`config.mk`:
```
export PLATFORM = sky130hd
export DESIGN_NAME = kernel_mac
export DESIGN_NICKNAME = d
export VERILOG_FILES = /design/src/rtl/kernel_mac.sv
export SDC_FILE = /design/constraint.sdc
export NUM_CORES = 1
export LEC_CHECK = 0
export BUFFER_PORTS_ARGS = -buffer_cell sky130_fd_sc_hd__buf_4
export CORE_UTILIZATION = 55
export DETAILED_ROUTE_END_ITERATION = 16
export MAX_ROUTING_LAYER = met4
export PLACE_DENSITY = 0.67
export REMOVE_ABC_BUFFERS = 1
export SLEW_MARGIN = 40
export SYNTH_ARGS = -nofsm -noshare
export SYNTH_HDL_FRONTEND = slang
export SYNTH_SLANG_ARGS = --single-unit
```
`constraint.sdc`:
```
create_clock -name clk -period 11.13 [get_ports clk]
set_input_delay 1.113 -clock clk [delete_from_list [all_inputs] [get_ports clk]]
set_output_delay 1.113 -clock clk [all_outputs]
set_load 0.02 [all_outputs]
```
`src/rtl/kernel_mac.sv`:
```
// kernel_mac: streaming TAPS-point signed multiply-accumulate for the 5x5
// convolution stage. It loads a kernel once over the weight port, then
// produces one saturated dot product per pixel window.
// Optional feature macro: KERNEL_MAC_RELU_EN clamps negative results to zero.
module kernel_mac #(
    parameter int TAPS   = 25,
    parameter int DATA_W = 16,
    parameter int ACC_W  = 40,
    parameter int OUT_W  = 32
) (
    input  logic                     clk,
    input  logic                     reset,
    input  logic                     clear_w,
    input  logic                     w_valid,
    input  logic signed [DATA_W-1:0] w_data,
    output logic                     w_ready,
    input  logic                     px_valid,
    input  logic signed [DATA_W-1:0] px_data,
    output logic                     px_ready,
    output logic                     out_valid,
    output logic signed [OUT_W-1:0]  out_data,
    input  logic                     out_ready,
    output logic                     loaded
);

    localparam int              IDX_W    = (TAPS > 1) ? $clog2(TAPS) : 1;
    localparam logic [IDX_W-1:0] LAST_IDX = IDX_W'(TAPS - 1);

    typedef enum logic [1:0] {
        LOAD = 2'd0,
        RUN  = 2'd1,
        OUT  = 2'd2
    } state_t;

    state_t                    r_state;
    logic [IDX_W-1:0]          r_idx;
    logic signed [ACC_W-1:0]   r_acc;
    logic                      r_loaded;
    logic                      r_out_valid;
    logic signed [OUT_W-1:0]   r_out_data;
    logic signed [DATA_W-1:0]  r_w [TAPS];

    logic signed [2*DATA_W-1:0] w_prod;
    logic signed [ACC_W-1:0]    w_prod_ext;
    logic signed [ACC_W-1:0]    w_acc_next;
    logic signed [OUT_W-1:0]    w_result;

    // Clamp the wide sum into OUT_W: the sum fits only when every bit above
    // the output sign bit matches that sign bit.
    function automatic logic signed [OUT_W-1:0] sat_out(input logic signed [ACC_W-1:0] v);
        logic [ACC_W-OUT_W:0]    hi;
        logic signed [OUT_W-1:0] res;
        hi = v[ACC_W-1:OUT_W-1];
        if ((hi == '0) || (hi == '1)) begin
            res = v[OUT_W-1:0];
        end else if (v[ACC_W-1]) begin
            res = {1'b1, {(OUT_W-1){1'b0}}};
        end else begin
            res = {1'b0, {(OUT_W-1){1'b1}}};
        end
`ifdef KERNEL_MAC_RELU_EN
        if (res[OUT_W-1]) begin
            res = '0;
        end
`else
`endif
        return res;
    endfunction

    // Full-precision product of the current pixel and its matching weight,
    // sign-extended into the accumulator width.
    assign w_prod     = px_data * r_w[r_idx];
    assign w_prod_ext = {{(ACC_W-2*DATA_W){w_prod[2*DATA_W-1]}}, w_prod};
    assign w_acc_next = r_acc + w_prod_ext;
    assign w_result   = sat_out(w_acc_next);

    // Handshake readies decode registered state only, so no input reaches them.
    assign w_ready   = (r_state == LOAD);
    assign px_ready  = (r_state == RUN);
    assign out_valid = r_out_valid;
    assign out_data  = r_out_data;
    assign loaded    = r_loaded;

    // Weight store: written only while loading; contents are not reset
    // because a fresh load always rewrites every entry before use.
    always_ff @(posedge clk) begin
        if ((r_state == LOAD) && w_valid) begin
            r_w[r_idx] <= w_data;
        end
    end

    // Control FSM and accumulator: load weights, accumulate a window, hold
    // the result until downstream takes it. clear_w outranks everything
    // except reset, and leaves the last result register untouched.
    always_ff @(posedge clk) begin
        if (reset) begin
            r_state     <= LOAD;
            r_idx       <= '0;
            r_acc       <= '0;
            r_loaded    <= 1'b0;
            r_out_valid <= 1'b0;
            r_out_data  <= '0;
        end else if (clear_w) begin
            r_state     <= LOAD;
            r_idx       <= '0;
            r_acc       <= '0;
            r_loaded    <= 1'b0;
            r_out_valid <= 1'b0;
        end else begin
            case (r_state)
                LOAD: begin
                    if (w_valid) begin
                        if (r_idx == LAST_IDX) begin
                            r_idx    <= '0;
                            r_acc    <= '0;
                            r_loaded <= 1'b1;
                            r_state  <= RUN;
                        end else begin
                            r_idx <= r_idx + IDX_W'(1);
                        end
                    end
                end
                RUN: begin
                    if (px_valid) begin
                        if (r_idx == LAST_IDX) begin
                            r_out_data  <= w_result;
                            r_out_valid <= 1'b1;
                            r_idx       <= '0;
                            r_acc       <= '0;
                            r_state     <= OUT;
                        end else begin
                            r_acc <= w_acc_next;
                            r_idx <= r_idx + IDX_W'(1);
                        end
                    end
                end
                OUT: begin
                    if (out_ready) begin
                        r_out_valid <= 1'b0;
                        r_state     <= RUN;
                    end
                end
                default: begin
                    r_state     <= LOAD;
                    r_idx       <= '0;
                    r_acc       <= '0;
                    r_loaded    <= 1'b0;
                    r_out_valid <= 1'b0;
                end
            endcase
        end
    end

endmodule

```
==> flow_metrics.tcl <==
set metrics [dict create \
    drv_slew 0 \
    hold_depth 2 \
    dp_hpwl_um 51800 \
    slew_headroom_pct 46.90 \
    drc 0 \
    status "complete, no violations" \
    synth-seq-cells 486 \
    diodes 0 \
    cts_buffers 47 \
    ys.warnings.count 0 \
    h-tree-depth 2 \
    yosysSeqAreaShare_pct 43.66 \
    nFillCells 4338 \
    cts_resized 0 \
    worst_hold_path_type "reg2reg" \
    wl_um 71250 \
    syn-instance-count 2360 \
    synthMuxAreaShare_pct 9.685 \
    cts_buffer_depth 3 \
    die_x_um 241.2 \
    grt_pass1_wl_um 112200 \
    hold_viol_final 0 \
    drtIter0Drc 1389 \
    initial_core_util_pct 55.68 \
    ff2ff_path_depth 28 \
    cts.sinks 486 \
    synth_area_per_cell_um2 13.33 \
    critPathMaxStageDelay_ns 0.86 \
    synth-simple-area-share_pct 8.357 \
    cts_root_buf "clkbuf_16" \
    drive_gt1_share_pct 17.51 \
    start_kind "register" \
    cts_setup_buffers 0 \
    critPathSlowestCell "fa_1" \
    ys.flop_type "edfxtp_1" \
    antenna_found_initial 0 \
    nets 2915 \
    tns_ns 0 \
    cp-end-kind "register" \
    core_area_um2 56500 \
    dr_total_vias 18420 \
    ant_nets 0 \
    die_height_um 241.2 \
    r2r_setup_slack_ns 1.15 \
    grt_overflow 0 \
    grt_max_degree 48 \
    fin_worst_skew_ns 0.01504 \
    worst_pin_slew_ns 0.7954 \
    fin_ws_ns 1.153 \
    grt_usage_pct 26.61 \
    synth_xor_area_share_pct 1.142 \
    clkTransAtPathRegs_ns 0.06 \
    die_area_um2 58150 \
    preCtsSetupSlack_ns 1.132 \
    synth_edf_count 400 \
    finalSetupViolCount 0 \
    synthAdderAreaFrac_pct 25.85 \
    rows 87 \
    crit_end "out_data[0]" \
    hold_buffers 0 \
    cts_tree "yes" \
    cp_common_cell "fa_1" \
    ys_types 74 \
    io_buffers 73 \
    period_share_pct 89.64 \
    synth_compound_gate_area_share_pct 5.477 \
    fin_util_pct 60.88 \
    drtPass1Iterations 7 \
    synth_top_family_by_area "adder cells" \
    critPathMaxFanout 25 \
    worstSetupPathType "reg2reg" \
    grt_pass1_vias 19580 \
    grt_setup_unrepaired "false" \
    via_per_inst 5.727 \
    required_ns 11.61 \
    cap_viol_max_count 0 \
    max_clock_freq_mhz 100.2 \
    area_growth_pct 9.335 \
    min_period_ns 9.977 \
    wl_per_cell_um 22.15 \
    crit_arrival_ns 10.46 \
    rr_endpoint "out_data[0]" \
    clk_latency_ns 0.58 \
    io_pins 74 \
    syn-cell-area_um2 31460 \
    async_flop_share_pct 0 \
    gp_congestion 0.9505 \
]
==> metrics by stage <==
step / cell area (um2) / cells / hold WS, ns
final: 34390 / 3217 / 0.4548
after global routing: 34390 / 3217 / 0.4921
after CTS: 34390 / 3217 / 0.4585
after detailed placement: 32930 / 3132 / 0.4503
after global placement: 32900 / 3131 / 0.4511
after floorplan: 31010 / 2256 / 0.4362
==> per-layer routing <==
metal,wire length [um],vias to the layer above,GRT usage (%)
met5,0,-,-
met4,1934,0,7.269
met3,3698,118,3.351
met2,35030,545,43.65
met1,30590,9607,35.22
li1,-,8154,-
==> kinds of logic after synthesis <==
family / Yosys count
muxes: 159
buffers and inverters: 474
DFF: 486
and+or+nand+nor: 531
adders and majority gates: 452
AOI/OAI and AO/OA: 217
xor gates and xnor gates: 41
==> sequential cells by signal (all words and copies together), names as in the netlist, named ones only <==
register / cells
out_data: 32
r_idx: 5
out_valid: 1
r_state: 2
loaded: 1
r_w: 400
r_acc: 40
==> how the worst min path moves through the flow <==
stage,start,end,slack [ns]
after CTS,r_acc[34],r_acc[34],0.46
after detailed placement,r_acc[34],r_acc[34],0.45
final,r_acc[34],r_acc[34],0.45
after floorplan,r_acc[34],r_acc[34],0.44
after global routing,r_acc[34],r_acc[34],0.49
after global placement,r_acc[34],r_acc[34],0.45
==> cell type report <==
class | count | area (um2) | share of cell area, %
multi-input combinational | 1400 | 15910 | 46.25
sequential | 486 | 13740 | 39.96
inverter | 370 | 1389 | 4.038
clock buffer | 61 | 1249 | 3.631
timing repair buffer | 120 | 945.9 | 2.750
tap | 756 | 945.9 | 2.750
clock inverter | 24 | 214.0 | 0.6221
==> cells in the mapped netlist (all sizes together), types with 9 or more instances <==
master | instances | area (um2)
a21oi | 41 | 209.0
clkbuf | 78 | 292.8
a22oi | 40 | 305.3
xnor2 | 31 | 271.5
mux4 | 112 | 2522
o21ai | 30 | 150.1
ha | 122 | 1526
nor2 | 136 | 510.5
buf | 26 | 151.4
nand2b | 9 | 56.30
nand2 | 183 | 762.0
edfxtp | 400 | 12010
and2 | 138 | 863.3
mux2 | 43 | 484.2
xor2 | 10 | 87.58
a211oi | 40 | 455.4
nand3 | 18 | 90.09
a21o | 14 | 105.1
inv | 370 | 1389
dfxtp | 86 | 1722
fa | 330 | 6606
==> cell usage in the layout, fill, tap and decap left out, types with 30 or more instances in the layout <==
cell type and instances:
edfxtp_1 400, inv_1 368, fa_1 330, nand2_1 153, and2_1 138, nor2_1 136, ha_1 122, buf_4 117
mux4_2 112, dfxtp_1 83, clkbuf_16 47, mux2_2 43, a21oi_1 40, a22oi_1 39, xnor2_1 31, a211oi_2 31
nand2_2 30
==> worst max-delay path, delay by kind of cell (launching register included) <==
kind                       cells  cell delay (ns)
adders and majority gates      7             3.61
AOI/OAI and AO/OA              8             2.02
muxes                          3             1.49
buffers and inverters          7             1.26
and+or+nand+nor                3             0.79
DFF                            1             0.66
Power is not shown: default switching activity piles up to over one toggle a cycle in this logic, so the estimate is an artifact.
